<file path="src/rtl/mem_lsu_initiator.sv">
// mem_lsu_initiator: in-order tagged load/store FIFO draining onto an async-read/sync-write RAM port
module mem_lsu_initiator #(
  parameter int WORD_SIZE = 16,
  parameter int MEM_SIZE  = 32,
  parameter int ADDR_SIZE = $clog2(MEM_SIZE),
  parameter int DEPTH     = 4,
  parameter int TAG_SIZE  = 4
) (
  input  logic                 i_CLK,
  input  logic                 i_RST,
  input  logic                 i_req_valid,
  output logic                 o_req_ready,
  input  logic                 i_req_store,
  input  logic [ADDR_SIZE-1:0] i_req_addr,
  input  logic [WORD_SIZE-1:0] i_req_wdata,
  input  logic [TAG_SIZE-1:0]  i_req_tag,
  output logic                 o_rsp_valid,
  input  logic                 i_rsp_ready,
  output logic [WORD_SIZE-1:0] o_rsp_data,
  output logic [TAG_SIZE-1:0]  o_rsp_tag,
  output logic                 o_mem_write_en,
  output logic [ADDR_SIZE-1:0] o_mem_write_addr,
  output logic [WORD_SIZE-1:0] o_mem_write_data,
  output logic                 o_mem_read_en,
  output logic [ADDR_SIZE-1:0] o_mem_read_addr,
  input  logic [WORD_SIZE-1:0] i_mem_read_data,
  output logic                 o_idle
);
  localparam int PW = $clog2(DEPTH);
  logic [DEPTH-1:0]     q_store;
  logic [ADDR_SIZE-1:0] q_addr  [DEPTH];
  logic [WORD_SIZE-1:0] q_wdata [DEPTH];
  logic [TAG_SIZE-1:0]  q_tag   [DEPTH];
  logic [PW-1:0]        wr_ptr, rd_ptr;
  logic [PW:0]          count;
  logic                 empty, push, pop, issue_store, issue_load;
  logic [ADDR_SIZE-1:0] head_addr;
  logic [WORD_SIZE-1:0] head_wdata;
  always_comb begin
    empty            = count == '0;
    o_req_ready      = !count[PW];
    push             = i_req_valid && o_req_ready;
    issue_store      = !empty && q_store[rd_ptr];
    issue_load       = !empty && !q_store[rd_ptr] && (!o_rsp_valid || i_rsp_ready);
    pop              = issue_store || issue_load;
    head_addr        = empty ? '0 : q_addr[rd_ptr];
    head_wdata       = empty ? '0 : q_wdata[rd_ptr];
    o_mem_write_en   = issue_store;
    o_mem_write_addr = head_addr;
    o_mem_write_data = head_wdata;
    o_mem_read_en    = issue_load;
    o_mem_read_addr  = head_addr;
    o_idle           = empty && !o_rsp_valid;
  end
  always_ff @(posedge i_CLK) begin
    if (push) begin
      q_store[wr_ptr] <= i_req_store;
      q_addr[wr_ptr]  <= i_req_addr;
      q_wdata[wr_ptr] <= i_req_wdata;
      q_tag[wr_ptr]   <= i_req_tag;
    end
  end
  always_ff @(posedge i_CLK or negedge i_RST) begin
    if (!i_RST) begin
      wr_ptr      <= '0;
      rd_ptr      <= '0;
      count       <= '0;
      o_rsp_valid <= 1'b0;
      o_rsp_data  <= '0;
      o_rsp_tag   <= '0;
    end else begin
      wr_ptr <= wr_ptr + PW'(push);
      rd_ptr <= rd_ptr + PW'(pop);
      count  <= count + (PW+1)'(push) - (PW+1)'(pop);
      if (issue_load) begin
        o_rsp_valid <= 1'b1;
        o_rsp_data  <= i_mem_read_data;
        o_rsp_tag   <= q_tag[rd_ptr];
      end else if (i_rsp_ready) begin
        o_rsp_valid <= 1'b0;
      end
    end
  end
endmodule
</file>
<file path="config.mk">
export PLATFORM = sky130hd
export DESIGN_NAME = mem_lsu_initiator
export DESIGN_NICKNAME = d
export VERILOG_FILES = /design/src/rtl/mem_lsu_initiator.sv
export SDC_FILE = /design/constraint.sdc
export NUM_CORES = 1
export LEC_CHECK = 0
export CAP_MARGIN = 10
export CORE_MARGIN = 3
export CORE_UTILIZATION = 55
export CTS_BUF_LIST = sky130_fd_sc_hd__clkbuf_2 sky130_fd_sc_hd__clkbuf_4 sky130_fd_sc_hd__clkbuf_8
export CTS_CLUSTER_DIAMETER = 150
export DETAILED_ROUTE_END_ITERATION = 7
export PLACE_DENSITY = 0.84
export SLEW_MARGIN = 20
export SYNTH_ARGS = -nofsm -noshare
export SYNTH_HDL_FRONTEND = slang
export SYNTH_SLANG_ARGS = --single-unit
</file>
<file path="constraint.sdc">
create_clock -name i_CLK -period 6.15 [get_ports i_CLK]
set_input_delay 0.615 -clock i_CLK [delete_from_list [all_inputs] [get_ports i_CLK]]
set_output_delay 0.615 -clock i_CLK [all_outputs]
set_load 0.005 [all_outputs]
</file>
Yosys cells after proc, flatten, opt, wreduce, memory -nomap -nowiden
Memories as Yosys holds them, arrays and structs flattened. A register that Yosys moved wholly into a read port is not among the register bits.
Index checks and enable logic that the tools add are counted.

storage, ports and cells
  input port bits = 46
  memories kept = 3
  RAM bits = 100
  word-level logic and storage cells = 42
  register bits = 28
  output and inout bits = 51

operators by class
  order comparisons = 3
  mux-type cells = 11
  add/sub/neg operators = 4
  reductions and logical operators = 15

memories
  name     words  bits a word  read ports  clocked after Yosys merged registers in  wr ports  line  RTL
  q_wdata  4      16           1           0                                        1         32    logic [WORD_SIZE-1:0] q_wdata [DEPTH];
  q_addr   4      5            1           0                                        1         31    logic [ADDR_SIZE-1:0] q_addr [DEPTH];
  q_tag    4      4            1           1                                        1         33    logic [TAG_SIZE-1:0] q_tag [DEPTH];

operators with widths
  operator              count
  $mux W16              1
  $logic_and A1 B1 Y1   6
  $lt A2 B3 Y1 const B  2
  $mux W1               6
  $logic_not A1 Y1      5
  $mux W5               1
  $add A2 B1 Y2         2
  $bwmux W4             1
  $add A3 B1 Y3         1
  $logic_not A3 Y1      1
  $sub A3 B1 Y3         1
  $bmux W1 S2           1
  $demux W1 S2          1
  $ge A2 B1 Y1 const B  1
  $logic_or A1 B1 Y1    2
  $reduce_bool A2 Y1    1

Depth between registers and ports, before layout
  depth after elaboration = 7
  depth in mapped cells = 10
  gate-level depth less buffers = 9

Worst setup path after synthesis
OpenSTA, ideal clock, no wires.

  kind = input-to-reg
  from = input i_req_valid
  to = memory q_addr[1][0] (netlist bit), enable pin
  required time = 5703 ps
  arrival time = 2684 ps
  setup time = 447 ps
  buffers on the path = 0
  stages on the path = 2
  path slack = 3019 ps
  cells stage by stage = nand2_1 nor3b_1

on the way
  word-level cells in the longest chain between the ends = 3

ends and longest elaborated chain
  item                           line  RTL
  start, declared                11    input logic i_req_valid,
  $logic_and A1 B1 Y1            42    push = i_req_valid && o_req_ready;
  $mux W1                        56    if (push) begin
  $mux W1 (implied by the code)  58    q_addr[wr_ptr] <= i_req_addr;
  end, declared                  31

No other way between the ends.

Worst setup path after layout
  from = register rd_ptr[0]
  to = output o_mem_read_en

on the way
  word-level cells in the longest chain between the ends = 5

ends and longest elaborated chain
  item                               line  RTL
  start, declared                    34    logic [PW-1:0] wr_ptr, rd_ptr;
  start signal, assigned             73    rd_ptr <= rd_ptr + PW'(pop);
  $bmux W1 S2                        44    issue_load = !empty && !q_store[rd_ptr] && (!o_rsp_valid || i_rsp_ready);
  $mux W1 (implied by the code)      44
  $logic_not A1 Y1                   44
  $logic_and A1 B1 Y1 (2 in series)  44
  end, declared                      24    output logic o_mem_read_en,

No other way between the ends. The select of a mux whose other input is x is not followed.

==> summary.md <==
| Metric | Value |
|---|---|
| Met1 wire length | 3730 µm |
| Maxcap violations | 0 |
| Routed vias/inst | 5.46 |
| Die height | 103 µm |
| Flop pwr share | 40.0% |
| Worst slew pin tran | 0.900 ns |
| Post-route clock skew | 0.00668 ns |
| PwrDens | 491 nW/µm² |
| Leak pwr | 2.37 nW |
| Metal2 WL | 4640 µm |
| Drt pass-1 iters | 4 |
| Worst endpoint data arrival time | 3.18 ns |
| Share of layout cells above drive strength 1 | 24.5% |
| Pin count of the biggest net entering global routing | 29 |
| Reg-to-reg startpoint | rd_ptr[0] |
| Global-route wire length before repair | 14300 µm |
| Min cycle time layout | 3.80 ns |
| Fmax | 263 MHz |
| Switching Fraction | 27.3% |
| RSZ-0062 raised after global routing | no |
| Status | finished, final reports clean |
| Most frequent cells in the layout | 104 x edfxtp_1, 96 x clkdlybuf4s50_1, 27 x dfrtp_1 |
| Vias | 2578 |
| Synth Cell Area | 5150 µm² |
| Mapped Nets | 293 |
| Synth Instances | 242 |
| Drt total wl | 9200 µm |
| Hold slack | 0.497 ns |
| Initial core utilization | 57.9% |
| DP HPWL | 5790 µm |
| Slew Limit Fails | 0 |
| Layout Utilization | 74.6% |
| Routed Antenna Nets | 0 |
| Cts repair resizes | 0 |
| R2r endpoint | count[2] |
| DR WL/cell | 19.5 µm |
| Die X | 103 µm |
| WS Path Type | reg -> out |
| Port bufs | 96 |
| Post-Route Setup TNS | 0 ns |
| Total Routing Usage GR | 18.8% |
| Vias in the first global route | 2746 |
| Gp weighted congestion | 0.678 |
| Tcrit/Tclk final | 61.7% |
| Combinational Power Share | 37.9% |
| HP Class | reg -> reg |
| CTS tree | yes |
| Synth warn | 0 |
| Clock sink count | 132 |
| Commonest non-fill, non-tap cell in the layout | edfxtp_1 |
| Syn avg cell area | 21.3 µm² |
| Clk buf depth | 2 |
| ANT cells | 0 |
| Switching power | 0.892 mW |
| Library cells used by synthesis | 25 |
| Critical Path Start Type | register |
| R2R cell count | 9 |
| Internal reg-to-reg setup slack | 3.04 ns |
| Worst EP required | 5.53 ns |
| Htree depth | 4 |
| Clock root buffer | clkbuf_8 |
| Hold worst-path end | o_rsp_data[15] |
| Residual DRC | 0 |
| Top fanout value on the critical path | 27 |
| Setup crit end kind | output port |
| Site Rows | 34 |
| TritonCTS buffer count | 17 |
| Max incr delay on CP | 0.96 ns |
| Power Internal | 2.37 mW |
| Placed Cells | 440 |
| Worst hold start | o_rsp_data[15] |
| Slowest cell on crit path | dfrtp_2 |
| Die area | 10600 µm² |
| WHS Path Cells | 1 |
| Total gr overflow | 0 |
| Max-slew headroom | 40.0% |
| Area grow syn2layout | 29.0% |
| #FFs+latches synth | 132 |
| Register area share after synthesis | 74.3% |
| Worst-path clk slew | 0.07 ns |
| CP cell instances | mux4_2 > nor3b_4 > buf_4 > clkdlybuf4s50_1 |
| Final Hold Fails | 0 |
| DRT iter0 DRCs | 80 |
| Fin cells | 472 |
| Highest metal layer with signal wires | met4 |
| Final setup fails | 0 |
| I/O pin total | 97 |
| Final #Nets | 402 |
| CORE AREA | 8890 µm² |
| Antenna violations before repair | 0 |
| VDD IR max | 287 µV |
| Clock latency on the worst-skew pair | 0.42 ns |
| Met3 WL post-DR | 671 µm |
| Power share of the clock group | 22.1% |
| Hold_buf cts | 0 |
| Setup Fix Bufs, Post-CTS | 0 |
## cell type report
class | count | area, µm²
sequential | 132 | 3820
fill | 509 | 2250
multi-input combinational | 90 | 1230
timing repair buffer | 105 | 1030
clock buffer | 18 | 241
clock inverter | 14 | 161
tap | 108 | 135
inverter | 5 | 18.8
## worst max-delay path by stage
stage                           start            end  cells past startpoint
final                       rd_ptr[0]  o_mem_read_en                      4
after global placement      rd_ptr[0]  o_mem_read_en                      4
after floorplan           i_req_valid   q_addr[1][0]                      2
after CTS                   rd_ptr[0]  o_mem_read_en                      4
after global routing        rd_ptr[0]  o_mem_read_en                      4
after detailed placement    rd_ptr[0]  o_mem_read_en                      4
## sequential cells by signal, summed over array words and instances, names as in the netlist, 2 cells and up
| register | cells |
|---|---|
| q_wdata | 64 |
| q_addr | 20 |
| o_rsp_data | 16 |
| q_tag | 16 |
| o_rsp_tag | 4 |
| q_store | 4 |
| count | 3 |
| rd_ptr | 2 |
| wr_ptr | 2 |
## metrics by stage
stage / setup slack (ns) / power [mW] / instance area, µm²
after floorplan: 3.02 / 2.01 / 5150
after global placement: 2.75 / 2.54 / 6230
after detailed placement: 2.71 / 2.57 / 6230
after CTS: 2.24 / 3.31 / 6640
after global routing: 2.11 / 3.44 / 6640
final: 2.35 / 3.26 / 6640
## cells by family after synthesis
family | after synthesis | synth area share (%)
xor gates and xnor gates | 4 | 0.681
and+or+nand+nor | 34 | 4.11
adders and majority gates | 5 | 1.36
muxes | 46 | 17.1
buffers and inverters | 20 | 2.31
AOI/OAI and AO/OA | 1 | 0.0972
DFF | 132 | 74.3
## cells in the mapped netlist
cell      count  area, µm²
and3_1        1       6.26
buf_1         1       3.75
buf_2         2       10.0
buf_4         5       37.5
buf_6         3       33.8
clkbuf_1      4       15.0
dfrtp_1      28        701
edfxtp_1    104       3120
fa_1          1       20.0
ha_1          4       50.1
inv_1         5       18.8
mux2_1        1       11.3
mux2_4       19        285
mux4_2       26        586
nand2_1       2       7.51
nand2b_1      1       6.26
nor2_1        3       11.3
nor2b_1      22        138
nor3_1        2       10.0
nor3b_1       1       7.51
nor3b_4       1       18.8
nor4_1        1       6.26
o21ai_0       1       5.00
xnor2_1       2       17.5
xor2_1        2       17.5
## layer usage
| layer | track usage, % | up-vias |
|---|---|---|
| li1 | - | 1159 |
| met1 | 23.5 | 1309 |
| met2 | 30.5 | 97 |
| met3 | 6.02 | 13 |
| met4 | 8.17 | 0 |
| met5 | 0 | - |
## critical path: cells and delay by family, from the launching register on
kind / cells / cell delay (ns)
flip-flops: 1 / 0.96
buffers and inverters: 2 / 0.94
multiplexers: 1 / 0.66
AND/OR/NAND/NOR: 1 / 0.18
## power groups by stage
stage               Clock, mW  Sequential (mW)  Combinational [mW]
floorplan                   0             1.26               0.742
global placement            0             1.31                1.23
detailed placement          0             1.33                1.24
CTS                     0.736             1.31                1.26
global route            0.769             1.34                1.33
finish                  0.721             1.30                1.24
Power figures use the tool's default switching activity.
==> RTL edit (same flow settings) <==
Change the parameter `MEM_SIZE` from 32 to 64.
--- a/src/rtl/mem_lsu_initiator.sv
+++ b/src/rtl/mem_lsu_initiator.sv
@@ -2,5 +2,5 @@
 module mem_lsu_initiator #(
   parameter int WORD_SIZE = 16,
-  parameter int MEM_SIZE  = 32,
+  parameter int MEM_SIZE  = 64,
   parameter int ADDR_SIZE = $clog2(MEM_SIZE),
   parameter int DEPTH     = 4,
Interface: changed (resized i_req_addr, o_mem_read_addr and o_mem_write_addr); port bits go from 97 to 100. No check against the original RTL was run, so the function may have changed too.
==> RTL edit against the unedited design <==
  * Cell area increased by 3.3%
  * Core utilization decreased by 1.1 points
  * Worst hold slack improved by 0.014 ns
  * Power increased by 3.3%
  * Area after synthesis increased by 3.4%
  * Combinational power increased by 3%
  * Setup slack got worse by 0.010 ns
  * Via count increased by 2.1%
  * Sequential cell count increased by 4
  * Critical path type unchanged
  * Non-clock buffer count increased by 1
  * Highest routed layer unchanged
  * Clock skew increased by 0.0014 ns
  * Routed wire length increased by 1.7%
==> RTL edit: results (changes against the unedited design) <==
Placer Congestion=0.6967 (+2.7%); Final min period=3.808 ns (+0.01033 ns); WHS Endpoint=o_rsp_data[11]; fill count=578 (+14%); sequential element share of the synthesized area=0.7415 (-0.001537); leakage power=0.002438 uW (+2.7%); first-pass GRT wire length=15120 um (+5.9%); layout cells sized above 1=0.2372 (-0.007309); placed cell areas=6441 sq um (+3.3%); mux cell area share after synthesis=0.1722 (+0.0007870); worst path arrival time=3.19 ns (about the same); sequential share of power=0.398 (-0.002); Post-synth top cells=edfxtp_1, dfrtp_1, mux4_2; placed cells=468 (+6.4%); unique cell type count in the Yosys netlist=27 (+8.0%); top post-synthesis cells by area=edfxtp_1, dfrtp_1, mux4_2, mux2_4, nor2b_1; min-delay src=o_rsp_data[11]; Sw Ratio=0.2785 (+0.005086); clock skew=0.008051 ns (+0.001372 ns); combinational power=1280 uW (+3%); EDFF count, synth=108 (+3.8%); status=finished, final reports clean; DRT Wirelength=9348 um (+1.7%); Mapped Nets=301 (+2.7%); Starting DRT DRC Count=128 (+60%); power after layout=3371 uW (+3.3%); Synth Area per Inst=21.36 sq um (+0.45%)
==> RTL edit: cell count changes after synthesis <==
cell,unedited run,this run
mux4_2,26,24
nor3_2,0,1
nor2b_1,22,23
edfxtp_1,104,108
nor3_1,2,1
buf_4,5,6
mux4_1,0,3
==> RTL edit: per-layer routing <==
layer	routed length [um]	share of wire	global-route usage
met1	3702	0.40	0.2227
met2	4749	0.51	0.2943
met3	690	0.074	0.07014
met4	206	0.022	0.09687
met5	0	0	0
==> RTL edit: worst max-delay path: stages (launching register included) <==
cell	delay (ns)
dfrtp_2	0.97
mux4_2	0.67
nor3b_4	0.18
buf_4	0.36
clkdlybuf4s50_1	0.58
==> RTL edit: cell type report <==
type	count	area, sq um	share of cell area
Clock buffer	18	241.5	0.03521
Clock inverter	14	175.2	0.02554
Tap cell	129	161.4	0.02354
Sequential cell	136	3945	0.5753
Inverter	5	18.77	0.002737
Timing Repair Buffer	106	1044	0.1522
Multi-Input combinational cell	92	1272	0.1855
